==> config.mk <==
export PLATFORM = sky130hd
export DESIGN_NAME = riscv_regfile_mp
export DESIGN_NICKNAME = d
export VERILOG_FILES = /design/src/rtl/riscv_regf_pkg.sv /design/src/rtl/riscv_regf_clr_fsm.sv /design/src/rtl/riscv_regfile_mp.sv
export SDC_FILE = /design/constraint.sdc
export NUM_CORES = 2
export LEC_CHECK = 0
export BUFFER_PORTS_ARGS = -buffer_cell sky130_fd_sc_hd__buf_2
export CAP_MARGIN = 20
export CELL_PAD_IN_SITES_DETAIL_PLACEMENT = 0
export CELL_PAD_IN_SITES_GLOBAL_PLACEMENT = 1
export CORE_UTILIZATION = 53
export CTS_CLUSTER_DIAMETER = 200
export CTS_CLUSTER_SIZE = 16
export DETAILED_ROUTE_END_ITERATION = 6
export PLACE_DENSITY_LB_ADDON = 0.1
export SETUP_SLACK_MARGIN = 0.4
export SYNTH_ARGS = -nofsm -noshare
export SYNTH_HDL_FRONTEND = slang
export SYNTH_SLANG_ARGS = --single-unit
==> constraint.sdc <==
create_clock -name clk -period 2.41 [get_ports clk]
set_clock_uncertainty 0.15 [all_clocks]
set_input_delay 0.1205 -clock clk [delete_from_list [all_inputs] [get_ports clk]]
set_output_delay 0.1205 -clock clk [all_outputs]
set_load 0.02 [all_outputs]
==> src/rtl/riscv_regf_pkg.sv <==
// Shared types and constants for the multi-port register file and its clear sequencer.
// Holds the sequencer state encoding, default geometry and the sweep start-index helper.
package riscv_regf_pkg;

    typedef enum logic {
        REGF_IDLE  = 1'b0,
        REGF_CLEAR = 1'b1
    } regf_state_e;

    localparam int REGF_DATA_W = 32;
    localparam int REGF_ADDR_W = 5;

    // Entry 0 is skipped by the sweep when it is hardwired to zero.
    function automatic int regf_sweep_start(input int zero_reg);
        return (zero_reg != 0) ? 1 : 0;
    endfunction

endpackage

==> src/rtl/riscv_regf_clr_fsm.sv <==
// Bulk-clear sequencer: one entry zeroed per cycle; done pulses one cycle after the last entry.
// Write port is back-pressured (wr_ready low) for the whole sweep; extra clr_req pulses are ignored.
import riscv_regf_pkg::*;

module riscv_regf_clr_fsm #(
    parameter int ADDR_W   = REGF_ADDR_W,
    parameter int ZERO_REG = 1
) (
    input  logic              clk,
    input  logic              areset,
    input  logic              clr_req,
    output logic              wr_ready,
    output logic              clr_busy,
    output logic              clr_done,
    output logic              sweep_en,
    output logic [ADDR_W-1:0] sweep_addr
);

    localparam logic [ADDR_W-1:0] START = ADDR_W'(regf_sweep_start(ZERO_REG));
    localparam logic [ADDR_W-1:0] LAST  = '1;

    regf_state_e       r_state;
    logic [ADDR_W-1:0] r_cnt;
    logic              r_wr_ready;
    logic              r_busy;
    logic              r_done;

    always_ff @(posedge clk or negedge areset) begin
        if (!areset) begin
            r_state    <= REGF_IDLE;
            r_cnt      <= '0;
            r_wr_ready <= 1'b1;
            r_busy     <= 1'b0;
            r_done     <= 1'b0;
        end else begin
            r_done <= 1'b0;
            case (r_state)
                REGF_IDLE: begin
                    if (clr_req) begin
                        r_state    <= REGF_CLEAR;
                        r_cnt      <= START;
                        r_wr_ready <= 1'b0;
                        r_busy     <= 1'b1;
                    end
                end
                REGF_CLEAR: begin
                    if (r_cnt == LAST) begin
                        r_state    <= REGF_IDLE;
                        r_cnt      <= '0;
                        r_wr_ready <= 1'b1;
                        r_busy     <= 1'b0;
                        r_done     <= 1'b1;
                    end else begin
                        r_cnt <= r_cnt + 1'b1;
                    end
                end
                default: r_state <= REGF_IDLE;
            endcase
        end
    end

    assign wr_ready   = r_wr_ready;
    assign clr_busy   = r_busy;
    assign clr_done   = r_done;
    assign sweep_en   = (r_state == REGF_CLEAR);
    assign sweep_addr = r_cnt;

endmodule

==> src/rtl/riscv_regfile_mp.sv <==
// Multi-read-port register file with optional zero entry and sequenced bulk clear; reads are zero latency.
// Writes stall (wr_ready low) during a clear sweep; REGF_BYPASS_EN adds same-cycle write-to-read forwarding.
import riscv_regf_pkg::*;

module riscv_regfile_mp #(
    parameter int DATA_W   = REGF_DATA_W,
    parameter int ADDR_W   = REGF_ADDR_W,
    parameter int NUM_RD   = 2,
    parameter int ZERO_REG = 1
) (
    input  logic                     clk,
    input  logic                     areset,
    input  logic                     wr_en,
    input  logic [ADDR_W-1:0]        wr_addr,
    input  logic [DATA_W-1:0]        wr_data,
    output logic                     wr_ready,
    input  logic [NUM_RD*ADDR_W-1:0] rd_addr,
    output logic [NUM_RD*DATA_W-1:0] rd_data,
    input  logic                     clr_req,
    output logic                     clr_busy,
    output logic                     clr_done
);

    localparam int DEPTH = 2 ** ADDR_W;

    logic [DATA_W-1:0] r_mem [DEPTH];
    logic              w_sweep_en;
    logic [ADDR_W-1:0] w_sweep_addr;
    logic              w_wr_keep;

    riscv_regf_clr_fsm #(
        .ADDR_W   (ADDR_W),
        .ZERO_REG (ZERO_REG)
    ) u_clr_fsm (
        .clk        (clk),
        .areset     (areset),
        .clr_req    (clr_req),
        .wr_ready   (wr_ready),
        .clr_busy   (clr_busy),
        .clr_done   (clr_done),
        .sweep_en   (w_sweep_en),
        .sweep_addr (w_sweep_addr)
    );

    // Accepted writes that actually land; writes to a hardwired x0 are dropped.
    assign w_wr_keep = wr_en && wr_ready && !((ZERO_REG != 0) && (wr_addr == '0));

    always_ff @(posedge clk or negedge areset) begin
        if (!areset) begin
            for (int i = 0; i < DEPTH; i++) begin
                r_mem[i] <= '0;
            end
        end else if (w_sweep_en) begin
            r_mem[w_sweep_addr] <= '0;
        end else if (w_wr_keep) begin
            r_mem[wr_addr] <= wr_data;
        end
    end

    for (genvar k = 0; k < NUM_RD; k++) begin : g_rd
        logic [ADDR_W-1:0] w_addr;
        logic [DATA_W-1:0] w_dat;

        assign w_addr = rd_addr[k*ADDR_W +: ADDR_W];

        always_comb begin
            w_dat = r_mem[w_addr];
`ifdef REGF_BYPASS_EN
            if (w_wr_keep && (w_addr == wr_addr)) begin
                w_dat = wr_data;
            end
`endif
            if ((ZERO_REG != 0) && (w_addr == '0)) begin
                w_dat = '0;
            end
        end

        assign rd_data[k*DATA_W +: DATA_W] = w_dat;
    end

endmodule

==> impl_metrics.json <==
{
  "grt_pass1_wl_mm": 329.7,
  "powerDensity_nw_per_um2": 645.2,
  "synth-seq-area-share": 0.4875,
  "die_w_um": 318.3,
  "p_int_mw": 29.22,
  "drt_iter0_markers": 6493,
  "worst_slew_pin_slew_ns": 0.9560,
  "clk_latency_ns": 0.68,
  "netlist.area_leader.share": 0.4870,
  "start_kind": "flip-flop",
  "cts_inserted_buffers": 74,
  "worstPathArrival_ns": 2.55,
  "syn_nets": 3860,
  "synth_seq_cells": 1033,
  "p_seq_frac": 0.452,
  "finalHoldViolations": 0,
  "synth_area_leader_cell": "dfrtp_1",
  "synth_compound_area_frac": 0.2179,
  "finalNetCount": 4348,
  "setup_violations": 64,
  "ys_top_cells_by_area": "dfrtp_1 49%, mux4_2 19%, a22o_1 16%",
  "totalWireLength_mm": 237.7,
  "synth_mux_area_frac": 0.2280,
  "switching_share": 0.3266,
  "netlist_instances": 3803,
  "leakagePower_nw": 30.13,
  "die_area_um2": 101300,
  "drc": 13,
  "dominantRegCellSynth": "dfrtp_1",
  "hpwlAfterDp_mm": 138.4,
  "yosys_warnings": 0,
  "synthSimpleGateAreaFrac": 0.02565,
  "clock_sinks": 1033,
  "via_per_inst": 8.025,
  "placed_cells": 5238,
  "grt_use_met3": 0.1907,
  "status": "complete, but fails checks",
  "detail-route-antenna-nets": 0,
  "max_slew_margin": 0.3598,
  "cts_tree": "yes",
  "grt_use_met2": 0.6329,
  "synth_top_family_by_area": "multiplexers",
  "grt_max_degree": 96,
  "power_frac_comb": 0.269,
  "antenna_found_initial": 8,
  "post-route-min-period_ns": 2.821,
  "critPathMaxFanout": 3,
  "drv_cap": 0,
  "min_period_over_period": 1.170,
  "synth.most_common_cell": "dfrtp_1",
  "path_clk_slew_ns": 0.07,
  "drive_gt1_frac": 0.4153,
  "h-tree-depth": 3,
  "synthAdderAreaFrac": 0.001416,
  "num_vias": 44880,
  "criticalPathCategory": "reg -> out",
  "dr.pass1.iters": 7,
  "grt_setup_unrepaired": "true",
  "ios": 118,
  "grt_pass1_vias": 44550,
  "fillers": 6782,
  "initial_utilization": 0.5372,
  "slew_violations": 0,
  "routabilityCongestion": 0.9997,
  "avgSynthCellArea_um2": 13.94,
  "wl_per_cell_um": 42.50,
  "dp_slack_ns": -0.2923,
  "power.share.clock": 0.278,
  "synth_commonest_cells": "1,032 x dfrtp_1, 992 x a22o_1, 448 x mux4_2",
  "die_y_um": 318.3,
  "switchingPower_mw": 14.17,
  "ctsLongestPathBuffers": 3,
  "synth.distinct_cells": 45,
  "cp-end-kind": "primary output",
  "synthXorXnorAreaFrac": 0.0003303,
  "final_cell_count_no_fill": 5592,
  "cp.required_ns": 2.14,
  "area_delta_synth_final_pct": 26.83,
  "core_um2": 98710,
  "final.setup.worst_slack_ns": -0.4108,
  "failed_checks": "DRC, setup timing",
  "overflow": 0,
  "peakVddDrop_mv": 0.6925,
  "grt.total_usage": 0.4534,
  "portBuffers": 117,
  "async_reset_ff_frac": 1.000,
  "cts_root_buffer": "clkbuf_16",
  "netlist_area_um2": 53030,
  "busiest_layer": "met2",
  "rows": 115,
  "use_met1": 0.6091,
  "hold_path.class": "in -> async",
  "max_freq_mhz": 354.5,
  "synth_edf_count": 0
}
[through the flow]
| step | area (um2) | TNS (ns) | hold WS (ns) | util | power [mW] |
|---|---|---|---|---|---|
| finish | 67250 | -17.06 | 0.06195 | 0.6813 | 43.39 |
| floorplan | 53600 | 0 | -0.3251 | - | 24.31 |
| global placement | 59760 | -10.47 | -0.06883 | 0.6055 | 28.95 |
| detailed placement | 59800 | -4.418 | -0.06376 | 0.6059 | 29.24 |
| CTS | 65450 | -16.50 | 0.05992 | 0.6631 | 42.25 |
| global route | 67250 | -18.62 | 0.09371 | 0.6813 | 44.27 |
[worst max-delay path, stage by stage, from the launching register on]
cell and delay [ns]:
dfrtp_1 0.41, mux4_2 0.46, mux2_4 0.30, o21ai_4 0.17, buf_6 0.16, a311oi_2 0.04, buf_4 0.20, buf_6 0.13
[area by class of cell]
| type | instances | area (um2) | area share |
|---|---|---|---|
| clock buffers | 83 | 1928 | 0.02867 |
| multi-input cells | 2258 | 27400 | 0.4074 |
| repair buffers | 916 | 10390 | 0.1545 |
| well taps | 1287 | 1610 | 0.02394 |
| flip-flops and latches | 1033 | 25850 | 0.3844 |
| diodes | 4 | 10.01 | 0.0001488 |
| clock inverters | 3 | 33.78 | 0.0005023 |
| inverters | 8 | 32.53 | 0.0004837 |
[power groups by stage]
| stage | sequential (mW) | clock (mW) | combinational [mW] |
|---|---|---|---|
| final | 19.6 | 12.1 | 11.7 |
| after global placement | 19.7 | 0 | 9.20 |
| after CTS | 19.5 | 12.1 | 10.6 |
| after global routing | 19.7 | 12.7 | 11.9 |
| after detailed placement | 19.9 | 0 | 9.38 |
| after floorplan | 19.5 | 0 | 4.79 |
[registers in the layout, summed over array words and instances (netlist names)]
name and flops:
u_clr_fsm.clr_busy 1, r_mem 1024, u_clr_fsm.clr_done 1, u_clr_fsm.sweep_en 1
u_clr_fsm.wr_ready 1, u_clr_fsm.sweep_addr 5
[cells in the final DEF (no fill, tap or decap), types with 34 or more instances in the layout]
| cell type | n |
|---|---|
| dfrtp_1 | 1030 |
| a22o_1 | 992 |
| buf_4 | 506 |
| mux4_2 | 448 |
| buf_12 | 156 |
| mux2i_1 | 128 |
| clkbuf_16 | 100 |
| buf_6 | 99 |
| nor2b_1 | 59 |
| a211oi_2 | 56 |
| buf_2 | 49 |
| a311oi_2 | 47 |
| o21ai_2 | 44 |
| a221oi_1 | 42 |
| a22oi_1 | 39 |
| o21ai_0 | 39 |
| nand2_1 | 37 |
| mux2_4 | 35 |
| and2_1 | 35 |
| dlygate4sd3_1 | 34 |
[what timing repair did]
item | CTS | global route
gates resized for setup | 415 | 174
cloned | 32 | 28
hold buffers | 35 | 0
setup buffers | 101 | 68
pin swaps | 129 | 89
hold endpoints to repair | 1806 | 0
endpoints found under the setup margin | 1041 | 1056
[final timing paths]
path | cells after the start | end | slack, ns | start
worst max-delay path | 7 | rd_data[37] | -0.41 | r_mem[677]$_DFFE_PN0P_
worst min-delay path | 3 | r_mem[661]$_DFFE_PN0P_ | 0.06 | areset
worst max register to register | 8 | r_mem[331]$_DFFE_PN0P_ | 0.05 | u_clr_fsm.sweep_en$_DFF_PN0_
worst min register to register | 1 | r_mem[1018]$_DFFE_PN0P_ | 0.37 | r_mem[1018]$_DFFE_PN0P_
max in group asynchronous | 4 | r_mem[241]$_DFFE_PN0P_ | 1.39 | areset
min in group clk | 3 | u_clr_fsm.wr_ready$_DFFE_PN1P_ | 0.11 | clr_req
[kinds of logic after synthesis]
group           Yosys count
compound gates         1399
mux                     640
xor+xnor                  2
fa+ha+maj                 6
flops                  1033
simple gates            210
buf+inv                 513
[metal layers]
metal | routed length (um) | up-vias | part of all wire
li1 | - | 16450 | -
met1 | 86230 | 23520 | 0.36
met2 | 100800 | 4076 | 0.42
met3 | 35960 | 825 | 0.15
met4 | 14550 | 8 | 0.061
met5 | 148 | - | 0.00062
(Power assumes the default switching activity.)
